<file path="config.mk">
export PLATFORM = sky130hd
export DESIGN_NAME = ahb_apb_front
export DESIGN_NICKNAME = d
export VERILOG_FILES = /design/src/rtl/ahb_apb_pkg.sv /design/src/rtl/apb_wdog.sv /design/src/rtl/ahb_apb_front.sv
export SDC_FILE = /design/constraint.sdc
export NUM_CORES = 1
export LEC_CHECK = 0
export CAP_MARGIN = 20
export CELL_PAD_IN_SITES_DETAIL_PLACEMENT = 1
export CELL_PAD_IN_SITES_GLOBAL_PLACEMENT = 2
export CORE_ASPECT_RATIO = 0.5
export CORE_MARGIN = 2
export CORE_UTILIZATION = 27
export CTS_CLUSTER_DIAMETER = 40
export CTS_CLUSTER_SIZE = 24
export DETAILED_ROUTE_END_ITERATION = 8
export PLACE_DENSITY_LB_ADDON = 0.15
export REMOVE_ABC_BUFFERS = 1
export SKIP_CTS_REPAIR_TIMING = 1
export SLEW_MARGIN = 10
export SYNTH_ARGS = -nofsm -noshare
export SYNTH_HDL_FRONTEND = slang
export SYNTH_SLANG_ARGS = --single-unit
</file>
<file path="constraint.sdc">
create_clock -name pclk -period 3.6 [get_ports pclk]
set_input_delay 0.72 -clock pclk [delete_from_list [all_inputs] [get_ports pclk]]
set_output_delay 0.72 -clock pclk [all_outputs]
set_load 0.05 [all_outputs]
</file>
<file path="src/rtl/ahb_apb_pkg.sv">
// ahb_apb_pkg
//   Shared types for the AHB-lite to APB front end.
//   htrans_e      : AHB transfer type encoding.
//   HRESP_*       : AHB response encoding.
//   front_state_e : states of the front-end sequencer.
package ahb_apb_pkg;

    typedef enum logic [1:0] {
        HTRANS_IDLE   = 2'b00,
        HTRANS_BUSY   = 2'b01,
        HTRANS_NONSEQ = 2'b10,
        HTRANS_SEQ    = 2'b11
    } htrans_e;

    localparam logic HRESP_OKAY  = 1'b0;
    localparam logic HRESP_ERROR = 1'b1;

    typedef enum logic [2:0] {
        ST_IDLE  = 3'd0,
        ST_WDATA = 3'd1,
        ST_ISSUE = 3'd2,
        ST_WAIT  = 3'd3,
        ST_ERR1  = 3'd4,
        ST_ERR2  = 3'd5
    } front_state_e;

endpackage

</file>
<file path="src/rtl/apb_wdog.sv">
// apb_wdog
//   Counts the cycles an APB command has been outstanding and flags the last
//   allowed cycle so the front end can abandon the access with an AHB ERROR.
// Ports
//   clk     : clock
//   rst_n   : asynchronous active-low reset
//   clear   : hold the count at zero (no command outstanding)
//   enable  : command outstanding this cycle
//   expired : this is the TIMEOUT-th outstanding cycle and no completion is allowed after it
module apb_wdog #(
    parameter int TIMEOUT = 64
) (
    input  logic clk,
    input  logic rst_n,
    input  logic clear,
    input  logic enable,
    output logic expired
);

    localparam int                CNT_W    = $clog2(TIMEOUT + 1);
    localparam logic [CNT_W-1:0]  LAST_CNT = CNT_W'(TIMEOUT - 1);

    logic [CNT_W-1:0] count_r;

    // Outstanding-cycle counter; saturates on the final cycle
    always_ff @(posedge clk or negedge rst_n) begin
        if (!rst_n) begin
            count_r <= {CNT_W{1'b0}};
        end else if (clear) begin
            count_r <= {CNT_W{1'b0}};
        end else if (enable && (count_r != LAST_CNT)) begin
            count_r <= count_r + CNT_W'(1);
        end else begin
            count_r <= count_r;
        end
    end

    // The count is zero in the first outstanding cycle, so LAST_CNT marks cycle TIMEOUT
    assign expired = enable & (count_r == LAST_CNT);

endmodule

</file>
<file path="src/rtl/ahb_apb_front.sv">
// ahb_apb_front
//   AHB-lite slave that turns each single NONSEQ/SEQ transfer into one command
//   for the APB master stage, stalling the AHB bus until that stage reports
//   completion. Out-of-range addresses and APB timeouts give a two-cycle ERROR.
// Ports
//   pclk, preset            : clock, asynchronous active-low reset
//   hsel, htrans, hwrite,
//   haddr, hwdata, hready_in: AHB-lite slave inputs
//   hreadyout, hresp, hrdata: AHB-lite slave outputs (all registered)
//   transfer, read_write,
//   apb_write_paddr,
//   apb_write_data,
//   apb_read_paddr          : command to the APB stage, held stable until apb_done
//   apb_read_data_out       : read data from the APB stage
//   apb_done                : one-cycle completion pulse from the APB stage
module ahb_apb_front
    import ahb_apb_pkg::*;
#(
    parameter int HADDR_W = 32,
    parameter int ADDR_W  = 9,
    parameter int DATA_W  = 8,
    parameter int TIMEOUT = 64
) (
    input  logic               pclk,
    input  logic               preset,
    input  logic               hsel,
    input  logic [1:0]         htrans,
    input  logic               hwrite,
    input  logic [HADDR_W-1:0] haddr,
    input  logic [DATA_W-1:0]  hwdata,
    input  logic               hready_in,
    output logic               hreadyout,
    output logic               hresp,
    output logic [DATA_W-1:0]  hrdata,
    output logic               transfer,
    output logic               read_write,
    output logic [ADDR_W-1:0]  apb_write_paddr,
    output logic [DATA_W-1:0]  apb_write_data,
    output logic [ADDR_W-1:0]  apb_read_paddr,
    input  logic [DATA_W-1:0]  apb_read_data_out,
    input  logic               apb_done
);

    front_state_e state_r;

    logic accept_s;
    logic addr_ok_s;
    logic busy_s;
    logic wdog_expired_s;

    // A new address phase is taken only when this slave is ready, which
    // includes the ERR2 cycle and the OKAY cycle that completes a transfer.
    assign accept_s  = hsel & hready_in & hreadyout
                     & ((htrans == HTRANS_NONSEQ) | (htrans == HTRANS_SEQ))
                     & ((state_r == ST_IDLE) | (state_r == ST_ERR2));
    assign addr_ok_s = (haddr[HADDR_W-1:ADDR_W] == {(HADDR_W-ADDR_W){1'b0}});
    assign busy_s    = (state_r == ST_ISSUE) | (state_r == ST_WAIT);

    apb_wdog #(
        .TIMEOUT (TIMEOUT)
    ) u_wdog (
        .clk     (pclk),
        .rst_n   (preset),
        .clear   (~busy_s),
        .enable  (busy_s),
        .expired (wdog_expired_s)
    );

    // Front-end sequencer: AHB handshake, APB command registers, read-data return
    always_ff @(posedge pclk or negedge preset) begin
        if (!preset) begin
            state_r         <= ST_IDLE;
            hreadyout       <= 1'b1;
            hresp           <= HRESP_OKAY;
            hrdata          <= {DATA_W{1'b0}};
            transfer        <= 1'b0;
            read_write      <= 1'b0;
            apb_write_paddr <= {ADDR_W{1'b0}};
            apb_write_data  <= {DATA_W{1'b0}};
            apb_read_paddr  <= {ADDR_W{1'b0}};
        end else begin
            case (state_r)
                ST_IDLE, ST_ERR2: begin
                    hreadyout <= 1'b1;
                    hresp     <= HRESP_OKAY;
                    state_r   <= ST_IDLE;
                    if (accept_s) begin
                        hreadyout <= 1'b0;
                        if (!addr_ok_s) begin
                            hresp   <= HRESP_ERROR;
                            state_r <= ST_ERR1;
                        end else if (hwrite) begin
                            // Address latches only move for the direction in use
                            read_write      <= 1'b0;
                            apb_write_paddr <= haddr[ADDR_W-1:0];
                            state_r         <= ST_WDATA;
                        end else begin
                            read_write     <= 1'b1;
                            apb_read_paddr <= haddr[ADDR_W-1:0];
                            transfer       <= 1'b1;
                            state_r        <= ST_ISSUE;
                        end
                    end
                end
                ST_WDATA: begin
                    // hwdata is valid in this data-phase cycle
                    apb_write_data <= hwdata;
                    transfer       <= 1'b1;
                    state_r        <= ST_ISSUE;
                end
                ST_ISSUE, ST_WAIT: begin
                    // Completion pulses during ISSUE belong to no command of ours
                    if ((state_r == ST_WAIT) && apb_done) begin
                        transfer  <= 1'b0;
                        hreadyout <= 1'b1;
                        hresp     <= HRESP_OKAY;
                        if (read_write) begin
                            hrdata <= apb_read_data_out;
                        end else begin
                            hrdata <= hrdata;
                        end
                        state_r <= ST_IDLE;
                    end else if (wdog_expired_s) begin
                        transfer <= 1'b0;
                        hresp    <= HRESP_ERROR;
                        state_r  <= ST_ERR1;
                    end else begin
                        state_r <= ST_WAIT;
                    end
                end
                ST_ERR1: begin
                    hreadyout <= 1'b1;
                    hresp     <= HRESP_ERROR;
                    state_r   <= ST_ERR2;
                end
                default: begin
                    hreadyout <= 1'b1;
                    hresp     <= HRESP_OKAY;
                    transfer  <= 1'b0;
                    state_r   <= ST_IDLE;
                end
            endcase
        end
    end

endmodule

</file>
==> flow_metrics.env, run 1 <==
export IMPL_vias=1611
export IMPL_swShare_pct=35.6
export IMPL_dr_first_iter_drc_count=46
export IMPL_n_antenna_cell=0
export IMPL_slowest_delay_ns=0.40
export IMPL_synth_simple_area_share_pct=12.0
export IMPL_period_minus_slack_ns=2.43
export IMPL_endpoint_kind="flop"
export IMPL_clk_latency_ns=0.28
export IMPL_worstPathCellList="clkdlybuf4s50_1 > nor4_1 > nand2_1 > nor4_4 > buf_4 > mux2_2"
export IMPL_drive_gt1_share_pct=19.8
export IMPL_worstSetupStartpointType="input pin"
export IMPL_fin_crit_sh_pct=67.6
export IMPL_final_common_cell="clkdlybuf4s50_1"
export IMPL_dp_hpwl_mm=4.14
export IMPL_fmax_mhz=411
export IMPL_ys_types=35
export IMPL_gp_congestion=0.698
export IMPL_io_buffers=92
export IMPL_combPwrFrac_pct=35.6
export IMPL_sequentialPowerShare_pct=39.5
export IMPL_drt_wl_total_mm=5.35
export IMPL_rsz0062_at_grt="false"
export IMPL_worst_path_buf_inv=2
export IMPL_slew_headroom_pct=44.8
export IMPL_finalSetupTns_ns=0
export IMPL_syn_inst=153
export IMPL_hold_violations=0
export IMPL_power_switching_mw=0.631
export IMPL_fp_dieW_microns=126
export IMPL_clkSinkCount=48
export IMPL_post_drt_wl_per_cell_microns=15.4
export IMPL_ys_seq_elements=48
export IMPL_hp_class="flop to flop"
export IMPL_slowest_stage="clkdlybuf4s50_1"
export IMPL_regArea_sq_um=1200
export IMPL_cts_root_buf="clkbuf_16"
export IMPL_peakVddDrop_v=0.000273
export IMPL_reg2reg_slack_ns=1.65
export IMPL_yosys_warnings=0
export IMPL_synth_avg_cell_area_sq_um=13.2
export IMPL_status="completed"
export IMPL_grt_pass1_wl_mm=8.78
export IMPL_p_int_mw=1.14
export IMPL_p_leak_nw=1.38
export IMPL_drc_errors=0
export IMPL_synth_top_family_by_area="multiplexers"
export IMPL_track_usage_pct=13.8
export IMPL_grt_max_degree=39
export IMPL_drtAntennaViolNets=0
export IMPL_grt_pass1_vias=1734
export IMPL_pwr_density_cell_nw_per_um2=555
export IMPL_core_area_sq_um=7290
export IMPL_fin_ws_ns=1.17
export IMPL_area_growth_pct=58.6
export IMPL_layout_common_cells="clkdlybuf4s50_1 (91), dfrtp_1 (47), mux2_2 (34)"
export IMPL_clk_pin_slew_worst_paths_ns=0.06
export IMPL_crit_family="simple AND/OR/NAND/NOR gates"
export IMPL_cts_buffers=5
export IMPL_muxShareOfSynthArea_pct=19.0
export IMPL_netlist_area_sq_um=2020
export IMPL_via_per_inst=4.63
export IMPL_pre_cts_ws_ns=0.855
export IMPL_boundaryPins=94
export IMPL_yosysSeqAreaShare_pct=59.6
export IMPL_die_area_sq_um=8220
export IMPL_clockBufferDepth=2
export IMPL_synthAdderAreaFrac_pct=0.620
export IMPL_clkPwrFrac_pct=24.9
export IMPL_setup_violations=0
export IMPL_fin_skew_ns=0.00254
export IMPL_worst_pin_slew_ns=0.827
export IMPL_chipHeight_microns=65.1
export IMPL_multiInputGateArea_sq_um=788
export IMPL_rows=22
export IMPL_synth_compound_area_share_pct=6.64
export IMPL_crit_fanout=10
export IMPL_start_util_pct=27.7
export IMPL_cts_tree="yes"
export IMPL_cp_required_ns=3.77
export IMPL_drv_slew=0
export IMPL_fill_cells=780
export IMPL_synth_xor_area_share_pct=0.868
export IMPL_nNetsFinal=309
export IMPL_cts_htree_levels=2
export IMPL_grt_overflow_total=0
export IMPL_drv_cap=0
export IMPL_dr_pass1_iters=4
export IMPL_antenna_found_initial=0
export IMPL_worstSetupPathType="input pin to flop"
export IMPL_cp_arrival_ns=2.60
## registers in the layout, summed over array words and instances, names as in the netlist, 3 cells and up
signal and flops:
apb_read_paddr 9, apb_write_paddr 9, apb_write_data 8, hrdata 8, u_wdog.count_r 7, state_r 3
## worst reg2reg max path, stage by stage (launching register included)
cell	delay (ns)
dfstp_2	0.54
nand4_1	0.16
or3_4	0.40
nor4_4	0.13
buf_4	0.25
mux2_2	0.36
## cell families (layout without fill, tap and decap cells)
group                    count (synthesis)  after routing
AO/OA/AOI/OAI                           22             22
XOR/XNOR                                 2              2
adder cells (fa/ha/maj)                  1              1
buffers and inverters                    5            104
flip-flops                              48             48
multiplexers                            34             34
AND/OR/NAND/NOR                         41             41
## through the flow
stage                     power [mW]  util, %  area [sq um]  hold WS [ns]  instances
after floorplan                 1.09        -          1990         0.424        149
after global placement          1.34     42.0          3060         0.487        341
after detailed placement        1.35     42.0          3060         0.494        341
after CTS                       1.81     43.8          3200         0.509        348
after global routing            1.88     43.8          3200         0.525        348
final                           1.77     43.8          3200         0.503        348
## path summary, 6_finish.rpt
kind                                                     from                              to  cells after the start
worst min register to register  apb_read_paddr[4]$_DFFE_PN0P_   apb_read_paddr[4]$_DFFE_PN0P_                      1
min in group asynchronous                              preset  apb_write_paddr[2]$_DFFE_PN0P_                      1
worst min-delay path            apb_read_paddr[4]$_DFFE_PN0P_   apb_read_paddr[4]$_DFFE_PN0P_                      1
worst max register to register          hreadyout$_DFFE_PN1P_   apb_read_paddr[0]$_DFFE_PN0P_                      5
worst max-delay path                                haddr[11]   apb_read_paddr[0]$_DFFE_PN0P_                      6
max in group asynchronous                              preset   u_wdog.count_r[3]$_DFFE_PN0P_                      2
## power by group through the flow
stage                     Sequential (mW)  Combinational [mW]  Clock (mW)
final                               0.701               0.632       0.442
after global routing                0.717               0.674       0.487
after CTS                           0.702               0.642       0.467
after detailed placement            0.712               0.640           0
after global placement              0.703               0.635           0
after floorplan                     0.907               0.179           0
## metal layers
layer  up-vias  routed length [microns]  track usage (%)
li1        760                        -                -
met1       813                     2290             16.3
met2        31                     2790             24.5
met3         7                      220             4.72
met4         0                       51             3.71
met5         -                        0                0
## synth_stat cells, drive strengths merged
| cell | n | area share [%] |
|---|---|---|
| dfrtp | 47 | 58 |
| mux2 | 34 | 19 |
| nand2 | 9 | 1.7 |
| a21oi | 8 | 2.0 |
| nor4 | 6 | 2.6 |
| o21ai | 6 | 1.5 |
| nand4 | 4 | 1.2 |
| nor2 | 4 | 0.74 |
| nor3 | 4 | 0.99 |
| clkbuf | 3 | 0.56 |
| nand3 | 3 | 0.74 |
| a21o | 2 | 0.74 |
| nor3b | 2 | 0.74 |
| or3 | 2 | 0.87 |
| a31oi | 1 | 0.31 |
| and2 | 1 | 0.31 |
| and3 | 1 | 0.31 |
| and4 | 1 | 0.43 |
| buf | 1 | 0.56 |
| dfstp | 1 | 1.3 |
| ha | 1 | 0.62 |
| inv | 1 | 0.19 |
| nand2b | 1 | 0.31 |
| nor2b | 1 | 0.31 |
| o211a | 1 | 0.50 |
| o21a | 1 | 0.37 |
| o221ai | 1 | 0.43 |
| o31ai | 1 | 0.37 |
| o41ai | 1 | 0.43 |
| or2 | 1 | 0.31 |
| or4 | 1 | 0.37 |
| xnor2 | 1 | 0.43 |
| xor2 | 1 | 0.43 |
## layout make-up
cell class / count / share of cell area (%)
Clock inverter: 2 / 0.391
Timing Repair Buffer: 96 / 29.6
Tap cell: 96 / 3.76
Clock buffer: 5 / 3.91
Multi-Input combinational cell: 100 / 24.6
Sequential cell: 48 / 37.6
Inverter: 1 / 0.117
No activity file was read; power rests on OpenSTA's default activity.
==> run 2: changes to the inputs <==
--- a/config.mk
+++ b/config.mk
@@ -10,7 +10,7 @@
 export CELL_PAD_IN_SITES_GLOBAL_PLACEMENT = 2
 export CORE_ASPECT_RATIO = 0.5
 export CORE_MARGIN = 2
-export CORE_UTILIZATION = 27
+export CORE_UTILIZATION = 25
 export CTS_CLUSTER_DIAMETER = 40
 export CTS_CLUSTER_SIZE = 24
 export DETAILED_ROUTE_END_ITERATION = 8
==> constraint.sdc (replaced) <==
create_clock -name pclk -period 2.3 [get_ports pclk]
set_input_delay 0.46 -clock pclk [delete_from_list [all_inputs] [get_ports pclk]]
set_output_delay 0.46 -clock pclk [all_outputs]
set_load 0.05 [all_outputs]
==> run 2 against run 1 <==
Non-clock buffer count rose by 5. Die area rose by 7.6%. Critical path depth did not move. Sequential share of layout area fell by 1.4 points. Sequential cell count did not move. First-iteration DRC count rose by 20%. Combinational power rose by 58%. Global-route usage fell by 0.42 points. Setup slack got worse by 1.0 ns. Cell count rose by 6.3%. Via count rose by 0.93%. Critical path type unchanged.
==> flow_metrics.env, run 2 (synthesis results as in run 1) <==
export IMPL_status="completed"
export IMPL_reg2reg_depth=5
export IMPL_cp_startpoint="haddr[10]"
export IMPL_worstSetupPathType="input pin to flop"
export IMPL_regArea_sq_um=1200
export IMPL_multiInputGateArea_sq_um=801
export IMPL_post_drt_wl_per_cell_microns=14.9
export IMPL_worstSetupStartpointType="input pin"
export IMPL_regToRegEndpoint="apb_read_paddr[6]$_DFFE_PN0P_"
export IMPL_drv_cap=0
export IMPL_fmax_mhz=464
export IMPL_layout_common_cells="clkdlybuf4s50_1 (91), dfrtp_1 (47), mux2_2 (34)"
export IMPL_endpoint_kind="flop"
export IMPL_antenna_found_initial=0
export IMPL_core_area_sq_um=7910
export IMPL_grt_pass1_wl_mm=8.85
export IMPL_via_per_inst=4.39
export IMPL_final_common_cell="clkdlybuf4s50_1"
export IMPL_start_util_pct=25.5
export IMPL_power_switching_mw=1.02
export IMPL_clkSinkCount=48
export IMPL_cp_arrival_ns=2.33
export IMPL_postPlaceCellArea_sq_um=3130
export IMPL_hp_class="input pin to async pin"
export IMPL_grt_overflow_total=0
export IMPL_fp_dieW_microns=131
export IMPL_cts_htree_levels=2
export IMPL_drive_gt1_share_pct=22.5
export IMPL_cp_required_ns=2.47
export IMPL_peakVddDrop_v=0.000323
export IMPL_dp_hpwl_mm=4.28
export IMPL_rsz0062_at_grt="false"
export IMPL_fin_skew_ns=0.00254
export IMPL_drv_slew=0
export IMPL_fin_total_pwr_mw=2.96
export IMPL_drt_wl_total_mm=5.53
export IMPL_drc_errors=0
export IMPL_p_leak_nw=1.43
export IMPL_track_usage_pct=13.4
export IMPL_swShare_pct=34.3
export IMPL_pwr_density_cell_nw_per_um2=891
export IMPL_period_minus_slack_ns=2.16
export IMPL_clk_latency_ns=0.29
export IMPL_finalInstanceArea_sq_um=3320
export IMPL_n_antenna_cell=0
export IMPL_dr_pass1_iters=4
export IMPL_fill_cells=845
export IMPL_boundaryPins=94
export IMPL_clkPwrFrac_pct=29.3
export IMPL_area_growth_pct=64.6
export IMPL_drtAntennaViolNets=0
export IMPL_hold_violations=0
export IMPL_reg_largest_list="apb_read_paddr x9, apb_write_paddr x9"
export IMPL_vias=1626
export IMPL_sequentialPowerShare_pct=37.0
export IMPL_io_buffers=92
export IMPL_cts_buffers=5
export IMPL_nNetsFinal=314
export IMPL_setup_violations=0
export IMPL_grt_max_degree=49
export IMPL_combPwrFrac_pct=33.7
export IMPL_timing_rr_start="state_r[0]$_DFF_PN0_"
export IMPL_gp_congestion=0.670
export IMPL_cts_root_buf="clkbuf_16"
export IMPL_crit_fanout=10
export IMPL_clockBufferDepth=2
export IMPL_dr_first_iter_drc_count=55
export IMPL_slew_headroom_pct=58.6
export IMPL_rows=23
export IMPL_crit_end="apb_read_paddr[6]$_DFFE_PN0P_"
export IMPL_fin_crit_sh_pct=93.7
export IMPL_chipHeight_microns=67.5
export IMPL_worst_pin_slew_ns=0.621
export IMPL_grt_pass1_vias=1753
export IMPL_p_int_mw=1.94
export IMPL_reg2reg_slack_ns=0.41
export IMPL_die_area_sq_um=8850
export IMPL_clk_pin_slew_worst_paths_ns=0.07
export IMPL_cts_tree="yes"
run 2: cell count changes in the layout (fill, tap and decap cells not counted), sizes merged:
cell / before / now
buf: 5 / 10
clkbuf: 5 / 6
bufinv: 0 / 1
clkinvlp: 1 / 0
run 2: per-layer routing:
metal | routed length, microns | GRT usage, %
met5 | 0 | 0
met3 | 279 | 5.23
met4 | 49 | 4.39
met2 | 2850 | 22.6
met1 | 2350 | 15.9
run 2: worst min-delay path by stage:
stage	end	startpoint	slack (ns)	cells past startpoint
4_1_cts	u_wdog.count_r[2]$_DFFE_PN0P_	preset	0.29	2
6_report	u_wdog.count_r[2]$_DFFE_PN0P_	preset	0.26	2
3_3_place_gp	apb_write_paddr[3]$_DFFE_PN0P_	apb_write_paddr[3]$_DFFE_PN0P_	0.49	1
5_1_grt	u_wdog.count_r[2]$_DFFE_PN0P_	preset	0.31	2
3_5_place_dp	hrdata[6]$_DFFE_PN0P_	hrdata[6]$_DFFE_PN0P_	0.49	1
2_1_floorplan	apb_read_paddr[0]$_DFFE_PN0P_	preset	0.16	0
run 2: stage by stage:
step	utilization (%)	setup TNS, ns	cells	hold slack, ns	setup WS (ns)
finish	42.0	0	370	0.265	0.145
detailed placement	39.6	-2.11	362	0.494	-0.223
global placement	39.6	-1.49	362	0.487	-0.163
floorplan	-	0	149	0.164	0.178
global route	42.0	0	370	0.312	0.0586
CTS	41.8	0	370	0.289	0.0878
run 2: cell type report:
| class | count | share of cell area [%] |
|---|---|---|
| sequential | 48 | 36.2 |
| timing repair buffer | 101 | 30.0 |
| multi-input combinational | 100 | 24.1 |
| tap | 112 | 4.22 |
| clock buffer | 6 | 4.18 |
| clock inverter | 2 | 1.17 |
| inverter | 1 | 0.113 |
run 2: critical path, stage by stage:
cell and delay (ns):
clkdlybuf4s50_1 0.40, nor4_1 0.37, nand4_1 0.26, nor4_4 0.32, buf_12 0.18, mux2_2 0.33
run 2: power groups by stage:
stage | Sequential, mW | Combinational, mW | Clock, mW
3_5_place_dp | 1.11 | 1.01 | 0
4_1_cts | 1.10 | 1.01 | 0.906
5_1_grt | 1.11 | 1.06 | 0.935
3_3_place_gp | 1.10 | 0.998 | 0
2_1_floorplan | 1.42 | 0.281 | 0
6_report | 1.09 | 0.998 | 0.866
